File: config.mk
export PLATFORM = sky130hd
export DESIGN_NAME = board_ctrl_flat
export DESIGN_NICKNAME = d
export VERILOG_FILES = /design/src/rtl/board_pkg.sv /design/src/rtl/board_ctrl_if.sv /design/src/rtl/block_locator.sv /design/src/rtl/board_ctrl.sv /design/src/flat_wrapper.sv
export SDC_FILE = /design/constraint.sdc
export NUM_CORES = 1
export LEC_CHECK = 0
export CORE_MARGIN = 2
export CORE_UTILIZATION = 35
export DETAILED_ROUTE_END_ITERATION = 16
export PLACE_DENSITY = 0.69
export SLEW_MARGIN = 0
export SYNTH_ARGS = -nofsm -noshare
export SYNTH_HDL_FRONTEND = slang
export SYNTH_SLANG_ARGS = --single-unit
File: constraint.sdc
create_clock -name pclk -period 2.4 [get_ports pclk]
set_input_delay 0.48 -clock pclk [delete_from_list [all_inputs] [get_ports pclk]]
set_output_delay 0.48 -clock pclk [all_outputs]
set_load 0.05 [all_outputs]
File: src/rtl/board_pkg.sv
// Shared board geometry and FSM encoding for board_ctrl,
// block_locator and the renderer.
package board_pkg;

  localparam logic [10:0] HOR1 = 11'd112;
  localparam logic [10:0] HOR2 = 11'd262;
  localparam logic [10:0] HOR3 = 11'd412;
  localparam logic [10:0] HOR4 = 11'd562;
  localparam logic [10:0] VER1 = 11'd60;
  localparam logic [10:0] VER2 = 11'd130;
  localparam logic [10:0] VER3 = 11'd200;
  localparam logic [10:0] VER4 = 11'd270;
  localparam logic [10:0] B_WIDTH  = 11'd100;
  localparam logic [10:0] B_HEIGHT = 11'd50;

  localparam int NBLOCKS = 16;

  typedef enum logic [1:0] {
    S_IDLE,
    S_LOOKUP,
    S_RESP
  } state_t;

  function automatic logic in_span(
    input logic [10:0] v,
    input logic [10:0] lo,
    input logic [10:0] w
  );
    return (v >= lo) && (v <= lo + w);
  endfunction

  function automatic logic [10:0] hor(input logic [1:0] c);
    logic [10:0] r;
    unique case (c)
      2'd0: r = HOR1;
      2'd1: r = HOR2;
      2'd2: r = HOR3;
      default: r = HOR4;
    endcase
    return r;
  endfunction

  function automatic logic [10:0] ver(input logic [1:0] r);
    logic [10:0] v;
    unique case (r)
      2'd0: v = VER1;
      2'd1: v = VER2;
      2'd2: v = VER3;
      default: v = VER4;
    endcase
    return v;
  endfunction

endpackage

File: src/rtl/board_ctrl_if.sv
// Hit request/response handshake between collision
// logic (master) and board_ctrl (slave).
interface board_ctrl_if;

  logic        hit_req;
  logic [10:0] hit_x;
  logic [10:0] hit_y;
  logic        hit_ack;
  logic        hit_valid;
  logic [3:0]  hit_idx;

  modport master (
    output hit_req,
    output hit_x,
    output hit_y,
    input  hit_ack,
    input  hit_valid,
    input  hit_idx
  );

  modport slave (
    input  hit_req,
    input  hit_x,
    input  hit_y,
    output hit_ack,
    output hit_valid,
    output hit_idx
  );

endinterface

File: src/rtl/block_locator.sv
// Registered coordinate to block lookup; lowest
// index wins if spans ever overlap.
module block_locator
  import board_pkg::*;
(
  input  logic        pclk,
  input  logic        reset,
  input  logic        en,
  input  logic [10:0] x,
  input  logic [10:0] y,
  output logic        match,
  output logic [3:0]  idx
);

  logic       col_ok;
  logic       row_ok;
  logic [1:0] col;
  logic [1:0] row;

  // Scan downwards so the lowest match is kept.
  always_comb begin
    col_ok = 1'b0;
    row_ok = 1'b0;
    col    = 2'd0;
    row    = 2'd0;
    for (int i = 3; i >= 0; i--) begin
      if (in_span(x, hor(2'(i)), B_WIDTH)) begin
        col_ok = 1'b1;
        col    = 2'(i);
      end
      if (in_span(y, ver(2'(i)), B_HEIGHT)) begin
        row_ok = 1'b1;
        row    = 2'(i);
      end
    end
  end

  always_ff @(posedge pclk) begin
    if (reset) begin
      match <= 1'b0;
      idx   <= 4'd0;
    end else if (en) begin
      match <= col_ok && row_ok;
      idx   <= {row, col};
    end
  end

endmodule

File: src/rtl/board_ctrl.sv
// Destroyed-block mask owner: services hits, commits
// pending hits at vblank start, tracks score/clear.
module board_ctrl
  import board_pkg::*;
(
  input  logic               pclk,
  input  logic               reset,
  input  logic               vblnk_in,
  input  logic               start,
  board_ctrl_if.slave        hit,
  output logic [NBLOCKS-1:0] blocks_out,
  output logic [7:0]         score,
  output logic               level_clear
);

  state_t             state;
  logic [NBLOCKS-1:0] pending;
  logic [NBLOCKS-1:0] blk_busy;
  logic [NBLOCKS-1:0] hit_bit;
  logic [NBLOCKS-1:0] pend_next;
  logic               vblnk_q;
  logic               vb_rise;
  logic               hit_ok;
  logic               loc_en;
  logic               loc_match;
  logic [3:0]         loc_idx;

  assign loc_en = (state == S_IDLE) && hit.hit_req;

  block_locator u_loc (
    .pclk  (pclk),
    .reset (reset || start),
    .en    (loc_en),
    .x     (hit.hit_x),
    .y     (hit.hit_y),
    .match (loc_match),
    .idx   (loc_idx)
  );

  always_comb begin
    blk_busy  = blocks_out | pending;
    hit_ok    = (state == S_LOOKUP) && loc_match
                && !blk_busy[loc_idx];
    hit_bit   = '0;
    if (hit_ok)
      hit_bit[loc_idx] = 1'b1;
    pend_next = pending | hit_bit;
    vb_rise   = vblnk_in && !vblnk_q;
  end

  always_ff @(posedge pclk) begin
    if (reset)
      vblnk_q <= 1'b0;
    else
      vblnk_q <= vblnk_in;
  end

  always_ff @(posedge pclk) begin
    if (reset || start) begin
      state         <= S_IDLE;
      blocks_out    <= '0;
      pending       <= '0;
      score         <= 8'd0;
      level_clear   <= 1'b0;
      hit.hit_ack   <= 1'b0;
      hit.hit_valid <= 1'b0;
      hit.hit_idx   <= 4'd0;
    end else begin
      hit.hit_ack   <= 1'b0;
      hit.hit_valid <= 1'b0;
      hit.hit_idx   <= 4'd0;
      unique case (state)
        S_IDLE: begin
          if (hit.hit_req)
            state <= S_LOOKUP;
        end
        S_LOOKUP: begin
          hit.hit_ack   <= 1'b1;
          hit.hit_valid <= hit_ok;
          hit.hit_idx   <= hit_ok ? loc_idx : 4'd0;
          if (hit_ok && score != 8'hFF)
            score <= score + 8'd1;
          state <= S_RESP;
        end
        default: state <= S_IDLE;
      endcase
      // Same-cycle hit rides along with the commit.
      if (vb_rise) begin
        blocks_out <= blocks_out | pend_next;
        pending    <= '0;
      end else begin
        pending <= pend_next;
      end
      level_clear <= level_clear || (&blocks_out);
    end
  end

endmodule

File: src/flat_wrapper.sv
// flat-port wrapper written by rule: the top's interface ports become plain ports
module board_ctrl_flat import board_pkg::*;
  (pclk, reset, vblnk_in, start, blocks_out, score, level_clear, hit_hit_req, hit_hit_x, hit_hit_y, hit_hit_ack, hit_hit_valid, hit_hit_idx);
  board_ctrl_if hit_i ();
  input  logic pclk;
  input  logic reset;
  input  logic vblnk_in;
  input  logic start;
  output logic [NBLOCKS-1:0] blocks_out;
  output logic [7:0] score;
  output logic level_clear;
  input wire logic [$bits(hit_i.hit_req)-1:0] hit_hit_req;
  input wire logic [$bits(hit_i.hit_x)-1:0] hit_hit_x;
  input wire logic [$bits(hit_i.hit_y)-1:0] hit_hit_y;
  output wire logic [$bits(hit_i.hit_ack)-1:0] hit_hit_ack;
  output wire logic [$bits(hit_i.hit_valid)-1:0] hit_hit_valid;
  output wire logic [$bits(hit_i.hit_idx)-1:0] hit_hit_idx;
  assign hit_i.hit_req = hit_hit_req;
  assign hit_i.hit_x = hit_hit_x;
  assign hit_i.hit_y = hit_hit_y;
  assign hit_hit_ack = hit_i.hit_ack;
  assign hit_hit_valid = hit_i.hit_valid;
  assign hit_hit_idx = hit_i.hit_idx;
  board_ctrl u_core (.pclk(pclk), .reset(reset), .vblnk_in(vblnk_in), .start(start), .hit(hit_i), .blocks_out(blocks_out), .score(score), .level_clear(level_clear));
endmodule
==> results of run 1 <==
[worst max path at each step]
stage                                     start                 end  slack (ps)  depth (start not counted)
final                       u_core.u_loc.idx[0]     u_core.score[2]         250                          6
after CTS                   u_core.u_loc.idx[0]     u_core.score[2]         230                          6
after global placement             hit_hit_y[4]  u_core.u_loc.match          50                          7
after floorplan           u_core.blocks_out[11]     u_core.score[7]         440                          6
after detailed placement           hit_hit_y[4]  u_core.u_loc.match           8                          7
after global routing        u_core.u_loc.idx[0]     u_core.score[2]          80                          6
[area by class of cell]
| cell class | instances | area (um2) | share of cell area (%) |
|---|---|---|---|
| Clock buffer | 6 | 82.6 | 2.43 |
| Inverter | 4 | 15.0 | 0.442 |
| Multi-Input combinational cell | 231 | 1390 | 41.0 |
| Timing Repair Buffer | 67 | 646 | 19.0 |
| Clock inverter | 2 | 35.0 | 1.03 |
| Tap cell | 99 | 124 | 3.65 |
| Sequential cell | 55 | 1100 | 32.4 |
[cell usage after synthesis, types with 3 or more instances]
| cell type | n | share of area, % |
|---|---|---|
| sky130_fd_sc_hd__nor3b_1 | 6 | 1.8 |
| sky130_fd_sc_hd__or3_1 | 3 | 0.73 |
| sky130_fd_sc_hd__o21ai_0 | 7 | 1.4 |
| sky130_fd_sc_hd__clkbuf_1 | 8 | 1.2 |
| sky130_fd_sc_hd__and3_1 | 4 | 0.98 |
| sky130_fd_sc_hd__and2_1 | 8 | 2.0 |
| sky130_fd_sc_hd__nand4b_1 | 3 | 1.0 |
| sky130_fd_sc_hd__nand4_1 | 7 | 1.7 |
| sky130_fd_sc_hd__a21oi_1 | 25 | 4.9 |
| sky130_fd_sc_hd__nor2b_1 | 4 | 0.98 |
| sky130_fd_sc_hd__inv_1 | 4 | 0.59 |
| sky130_fd_sc_hd__nand3_1 | 7 | 1.4 |
| sky130_fd_sc_hd__dfxtp_1 | 55 | 43 |
| sky130_fd_sc_hd__o21a_1 | 15 | 4.4 |
| sky130_fd_sc_hd__nand2_1 | 16 | 2.3 |
| sky130_fd_sc_hd__nor2_1 | 69 | 10 |
| sky130_fd_sc_hd__mux4_2 | 3 | 2.6 |
| sky130_fd_sc_hd__nor4_1 | 6 | 1.5 |
| sky130_fd_sc_hd__nor3_1 | 5 | 0.98 |
| sky130_fd_sc_hd__a21o_1 | 4 | 1.2 |
[cells in the final DEF (no fill, tap or decap), types with 2 or more instances in the layout]
cell	count
sky130_fd_sc_hd__nor2_1	69
sky130_fd_sc_hd__clkdlybuf4s50_1	57
sky130_fd_sc_hd__dfxtp_1	55
sky130_fd_sc_hd__a21oi_1	25
sky130_fd_sc_hd__nand2_1	16
sky130_fd_sc_hd__o21a_1	15
sky130_fd_sc_hd__buf_4	10
sky130_fd_sc_hd__and2_1	8
sky130_fd_sc_hd__o21ai_0	7
sky130_fd_sc_hd__nand3_1	7
sky130_fd_sc_hd__nand4_1	7
sky130_fd_sc_hd__nor4_1	6
sky130_fd_sc_hd__nor3b_1	6
sky130_fd_sc_hd__clkbuf_8	6
sky130_fd_sc_hd__nor3_1	5
sky130_fd_sc_hd__nor2b_1	4
sky130_fd_sc_hd__a21o_1	4
sky130_fd_sc_hd__inv_1	4
sky130_fd_sc_hd__and3_1	4
sky130_fd_sc_hd__nand4b_1	3
sky130_fd_sc_hd__mux4_2	3
sky130_fd_sc_hd__or3_1	3
sky130_fd_sc_hd__or2_2	2
sky130_fd_sc_hd__and2b_1	2
sky130_fd_sc_hd__a22oi_1	2
sky130_fd_sc_hd__a211oi_1	2
sky130_fd_sc_hd__nand2b_1	2
sky130_fd_sc_hd__nor4b_2	2
sky130_fd_sc_hd__nor4_2	2
sky130_fd_sc_hd__o211ai_1	2
sky130_fd_sc_hd__o21ai_1	2
sky130_fd_sc_hd__xnor2_1	2
[stage by stage]
| stage | hold WS, ps | cells |
|---|---|---|
| 2_1_floorplan | 446 | 300 |
| 3_3_place_gp | 458 | 456 |
| 3_5_place_dp | 469 | 456 |
| 4_1_cts | 492 | 464 |
| 5_1_grt | 512 | 464 |
| 6_report | 487 | 464 |
[tightest hold or removal path: cells and delay by family (launching register included)]
family,cells,cell delay [ps]
AND/OR/NAND/NOR,2,120
flip-flops,1,340
[power by group]
group	leakage (nW)	switching [mW]	internal, mW
registers	0.444	0.00898	0.917
logic	0.654	0.0777	0.0765
clock network	0.0612	0.291	0.338
total	1.16	0.378	1.33
[layer usage]
metal  GRT usage (%)  vias up  routed length [um]  part of all wire (%)
li1                -     1208                   -                     -
met1            20.9     1139                2930                    47
met2            28.3       50                3040                    49
met3            2.77       12                 181                   2.9
met4            5.70        0                 112                   1.8
met5               0        -                   0                     0
[kinds of logic after synthesis]
family / Yosys count / share of synthesized area, %
AOI/OAI and AO/OA: 71 / 19.0
xor gates and xnor gates: 2 / 0.684
adders and majority gates: 1 / 0.488
buffers and inverters: 14 / 2.64
DFF: 55 / 43.0
muxes: 4 / 3.03
and+or+nand+nor: 153 / 31.2
[state kept, by name (all words and copies together), names as in the netlist]
| signal | flops |
|---|---|
| u_core.blocks_out | 16 |
| u_core.score | 8 |
| u_core.hit.hit_valid | 1 |
| u_core.pending | 16 |
| u_core.vblnk_q | 1 |
| u_core.u_loc.idx | 4 |
| u_core.hit.hit_idx | 4 |
| u_core.level_clear | 1 |
| u_core.state | 2 |
| u_core.hit.hit_ack | 1 |
| u_core.u_loc.match | 1 |
==> parameters.txt, run 1 <==
Parameter                              Value

Placement
  DP Area ... 3280 um2
  Number of I/O port buffers ... 57
  Detailed Place HPWL ... 4.74 mm
  Routability Congestion ... 0.827
  Setup slack at placement ... 7.79 ps

Synthesis
  Net Count, Synth ... 328
  Most used DFF post-synth ... sky130_fd_sc_hd__dfxtp_1
  Yosys cell types ... 50
  Synthesized netlist cell count ... 300
  Count of flip-flops with a built-in enable after synthesis ... 0
  Post-Syn Area ... 2560 um2
  Count of synthesis-stage warnings from yosys ... 0
  Post-Syn Area per Cell ... 8.54 um2
  Async set-reset flop share out of synthesis ... 0%
  Yosys reg bits ... 55
  Sequential share of the synthesized area ... 43.0%

Setup path
  Logic depth of the worst register-to-register path ... 6
  End of the worst register-to-register path ... u_core.score[2]
  Data required time at the worst endpoint ... 2610 ps
  Worst path most repeated cell ... sky130_fd_sc_hd__a21oi_1
  Crit path max-delay cell type ... sky130_fd_sc_hd__dfxtp_1
  Critical path buffers and inverters ... 0
  Delay of the slowest critical-path stage ... 580 ps
  Highest fanout seen on the critical path ... 10
  Gate family responsible for the most delay along the worst path ... compound AO/OA/AOI/OAI gates
  Endpoint type of the worst setup path ... flip-flop
  Startpoint of the worst-slack reg-to-reg timing path ... u_core.u_loc.idx[0]
  Reg2Reg Setup Slack ... 250 ps
  Category of the most critical setup path ... flip-flop to flip-flop
  Kind of start point of the critical path ... flip-flop
  Arrival @ worst endpoint ... 2360 ps
  Series of cell instances along the critical path ... and2b_1 > a21oi_1 > a41o_1 > nor3_4 > a21oi_1 > a31o_1

Global route
  Wire length of the first global-routing pass ... 10.4 mm
  Pin count of the biggest net entering global routing ... 17
  GRT Residual Overflow ... 0
  Overall routing resource usage ... 16.5%
  Initial antenna violation count ... 0
  Number of global-route vias before repair ... 2297

Cells and area
  Fraction of final layout cells with drive strength greater than 1 ... 9.04%
  Final design utilization ... 47.3%
  Number of inserted diodes ... 0
  Layout-stage area growth over the synthesis result ... 32.6%
  Net count of the finished layout ... 392
  Fin area ... 3400 um2
  Fillers ... 701

STA
  Max Clk Rate ... 465 MHz
  Final hold viol count ... 0
  Total Negative Setup Slacks ... 0 ps
  Final-report setup violation count ... 0
  Max Clock Skew ... 10.1 ps
  Slew margin rel. ... 63.7%
  Max Transition Viols Final ... 0
  Final setup margin ... 252 ps
  Final worst-path cycle share ... 89.5%
  RSZ-0062 raised after global routing ... no
  Clock period minus worst slack ... 2150 ps
  Worst slew pin tran ... 531 ps

Power and ir drop
  Power consumption ... 1.71 mW
  Leakage power ... 1.16 nW
  Peak ir drop on the vdd network ... 0.296 mV
  Power per standard cell area ... 503 nW/um2

CTS
  Cts repair resizes ... 0
  Hold-fix buffers at CTS ... 0
  Root buffer selected by CTS ... sky130_fd_sc_hd__clkbuf_8
  TritonCTS clock tree ... built
  CTS Sinks ... 55
  Clock Tree Buf Depth ... 2
  Level count of the clock H-tree ... 2
  Clock Pin Slew Worst Setup and Hold Paths ... 90 ps
  Source-to-sink clock delay at the later pin of the worst-skew pair ... 310 ps
  Total setup buffers inserted after CTS ... 0
  Total clock buffers created by CTS ... 5

Routing
  WL final ... 6.26 mm
  Overall via count from detail_route ... 2409
  Routed WL per cell ... 13.5 um
  Residual antenna-violating net count after detailed routing ... 0
  Via density ... 5.19
  First-iteration detailed-routing DRC count ... 57
  DR DRC count ... 0
  Number of optimization iterations in the first detailed-route pass ... 4

Floorplanning
  IO Count ... 58
  Horizontal die dimension ... 89.5 um
  Row count ... 31
  Core outline area ... 7180 um2
  Initial core utilization ... 35.7%
  Die Outline Area ... 8020 um2
  Die boundary height ... 89.5 um

Hold path
  Path type of the worst min-delay path ... flip-flop to flip-flop
  Cell depth of the worst hold path ... 2
  Startpoint of the worst hold path ... u_core.level_clear
  Hold Crit Endpoint ... u_core.level_clear

Run status
  Status ... completed

Run
  Max-capacitance violation count ... 0
(Power assumes the default switching activity.)
==> run 2, diff against run 1 <==
==> constraint.sdc (replaced) <==
create_clock -name pclk -period 2.4 [get_ports pclk]
set_input_delay 0.48 -clock pclk [delete_from_list [all_inputs] [get_ports pclk]]
set_output_delay 0.48 -clock pclk [all_outputs]
set_load 0.1 [all_outputs]
==> parameters.txt, run 2 (synthesized netlist as in run 1, its figures left out) <==
Parameter                              Value

Cells and area
  Registers with the most flip-flops ... u_core.blocks_out (16), u_core.pending (16), u_core.score (8)
  Fillers ... 695 (-0.86%)
  Most common cell after layout, fill and taps aside ... sky130_fd_sc_hd__nor2_1
  Sequential cell area ... 1100 um2 (unchanged)
  Number of inserted diodes ... 0 (unchanged)
  Net count of the finished layout ... 392 (unchanged)
  Final non-filler cell total ... 464 (unchanged)
  Commonest cells after routing, fill and taps aside ... sky130_fd_sc_hd__nor2_1 (69), sky130_fd_sc_hd__dfxtp_1 (55), sky130_fd_sc_hd__buf_4 (41)
  Area of the multi-input gates ... 1390 um2 (unchanged)
  Fraction of final layout cells with drive strength greater than 1 ... 17.3% (+8.2 points)
  Layout-stage area growth over the synthesis result ... 28.3%

Setup path
  Kind of start point of the critical path ... flip-flop
  Crit path max-delay cell type ... sky130_fd_sc_hd__dfxtp_1
  Category of the most critical setup path ... flip-flop to flip-flop
  Highest fanout seen on the critical path ... 9 (-1)
  Data required time at the worst endpoint ... 2610 ps (about the same)
  Critical path buffers and inverters ... 0 (unchanged)
  Endpoint type of the worst setup path ... flip-flop
  Gate family responsible for the most delay along the worst path ... compound AO/OA/AOI/OAI gates
  Delay of the slowest critical-path stage ... 570 ps (about the same)
  Arrival @ worst endpoint ... 2370 ps (about the same)
  Series of cell instances along the critical path ... and2b_1 > a22oi_1 > a41o_1 > nor3_4 > a21oi_1 > a31o_1
  Reg2Reg Setup Slack ... 240 ps (about the same)

Placement
  Number of I/O port buffers ... 57 (unchanged)
  Placed Cells ... 456 (unchanged)
  Routability Congestion ... 0.837 (+1.3%)
  Detailed Place HPWL ... 4.69 mm (-1.1%)

Routing
  WL final ... 6.09 mm (-2.8%)
  Uppermost signal routing layer after detailed routing ... met4
  First-iteration detailed-routing DRC count ... 141 (+150%)
  Number of optimization iterations in the first detailed-route pass ... 4 (unchanged)
  Overall via count from detail_route ... 2380 (-1.2%)
  Detailed route wirelength on metal3 ... 194 um (+7.2%)
  Residual antenna-violating net count after detailed routing ... 0 (unchanged)
  Routed length on met1 ... 2.92 mm (-0.48%)
  Via density ... 5.13 (-1.2%)
  Met2 Wirelength ... 2.89 mm (-4.9%)
  Routed WL per cell ... 13.1 um (-2.8%)
  DR DRC count ... 0 (unchanged)

Global route
  Wire length of the first global-routing pass ... 10.1 mm (-3.3%)
  Initial antenna violation count ... 0 (unchanged)
  Number of global-route vias before repair ... 2144 (-6.7%)
  Overall routing resource usage ... 15.9% (-0.63 points)
  Pin count of the biggest net entering global routing ... 17 (unchanged)
  GRT Residual Overflow ... 0 (unchanged)

Floorplanning
  Die boundary height ... 89.5 um (unchanged)
  Die Outline Area ... 8020 um2 (unchanged)
  IO Count ... 58 (unchanged)
  Core outline area ... 7180 um2 (unchanged)
  Row count ... 31 (unchanged)
  Initial core utilization ... 35.7% (unchanged)
  Horizontal die dimension ... 89.5 um (unchanged)

CTS
  Clock Pin Slew Worst Setup and Hold Paths ... 100 ps (about the same)
  Total setup buffers inserted after CTS ... 0 (unchanged)
  Total clock buffers created by CTS ... 5 (unchanged)
  Root buffer selected by CTS ... sky130_fd_sc_hd__clkbuf_8
  Clock Tree Buf Depth ... 2 (unchanged)
  Hold-fix buffers at CTS ... 0 (unchanged)
  TritonCTS clock tree ... built
  CTS Sinks ... 55 (unchanged)
  Cts repair resizes ... 0 (unchanged)
  Level count of the clock H-tree ... 2 (unchanged)
  Source-to-sink clock delay at the later pin of the worst-skew pair ... 300 ps (about the same)

STA
  Final-report setup violation count ... 0 (unchanged)
  Worst Hold Slack ... 485 ps (-1.54 ps)
  Total Negative Setup Slacks ... 0 ps (unchanged)
  Slew margin rel. ... 61.3% (-2.3 points)
  Max Transition Viols Final ... 0 (unchanged)
  Clock period minus worst slack ... 2160 ps (+11.0 ps)
  Max Clock Skew ... 9.75 ps (-0.347 ps)
  Final hold viol count ... 0 (unchanged)
  Final worst-path cycle share ... 90.0% (+0.46 points)
  Max Clk Rate ... 463 MHz (-0.51%)
  RSZ-0062 raised after global routing ... no
  Worst slew pin tran ... 566 ps (+34.1 ps)

Run status
  Status ... completed

Power and ir drop
  Leakage power ... 1.20 nW (+3.8%)
  Power consumption ... 1.58 mW (-7.7%)
  Peak ir drop on the vdd network ... 0.312 mV (+5.6%)
  Power per standard cell area ... 480 nW/um2 (-4.6%)

Run
  Max-capacitance violation count ... 0 (unchanged)

Hold path
  Path type of the worst min-delay path ... flip-flop to flip-flop
## run 2: worst min-delay path, delay by kind of cell (launching register included)
| kind | cells | cell delay, ps |
|---|---|---|
| DFF | 1 | 340 |
| and+or+nand+nor | 2 | 120 |
## run 2: path summary, 6_finish.rpt
path / startpoint / endpoint / cells after the start
hold reg to reg: u_core.level_clear / u_core.level_clear / 2
setup / recovery: u_core.u_loc.idx[1] / u_core.score[2] / 6
hold / removal: u_core.level_clear / u_core.level_clear / 2
setup reg to reg: u_core.u_loc.idx[1] / u_core.score[2] / 6
## run 2: metrics by stage
stage               util (%)  area (um2)  setup slack, ps
detailed placement      44.6        3200            -7.61
CTS                     45.8        3290              224
global route            45.8        3290              126
finish                  45.8        3290              241
global placement        44.6        3200             42.8
floorplan                  -        2560              101
## run 2: layer usage
layer	vias up	global-route usage, %
li1	1207	-
met1	1124	21.2
met2	39	25.9
met3	10	3.23
met4	0	4.61
met5	-	0
## run 2: layout make-up
class | instances | share of cell area [%]
Clock buffer | 6 | 2.21
Clock inverter | 2 | 0.381
Inverter | 4 | 0.457
Multi-Input combinational cell | 231 | 42.4
Sequential cell | 55 | 33.5
Tap cell | 99 | 3.77
Timing Repair Buffer | 67 | 17.3
## run 2: power breakdown
| group | total [mW] | internal, mW | leakage (nW) | switching, mW |
|---|---|---|---|---|
| Combinational | 0.154 | 0.0764 | 0.718 | 0.0779 |
| Sequential | 0.926 | 0.917 | 0.444 | 0.00917 |
| Clock | 0.497 | 0.205 | 0.0412 | 0.292 |
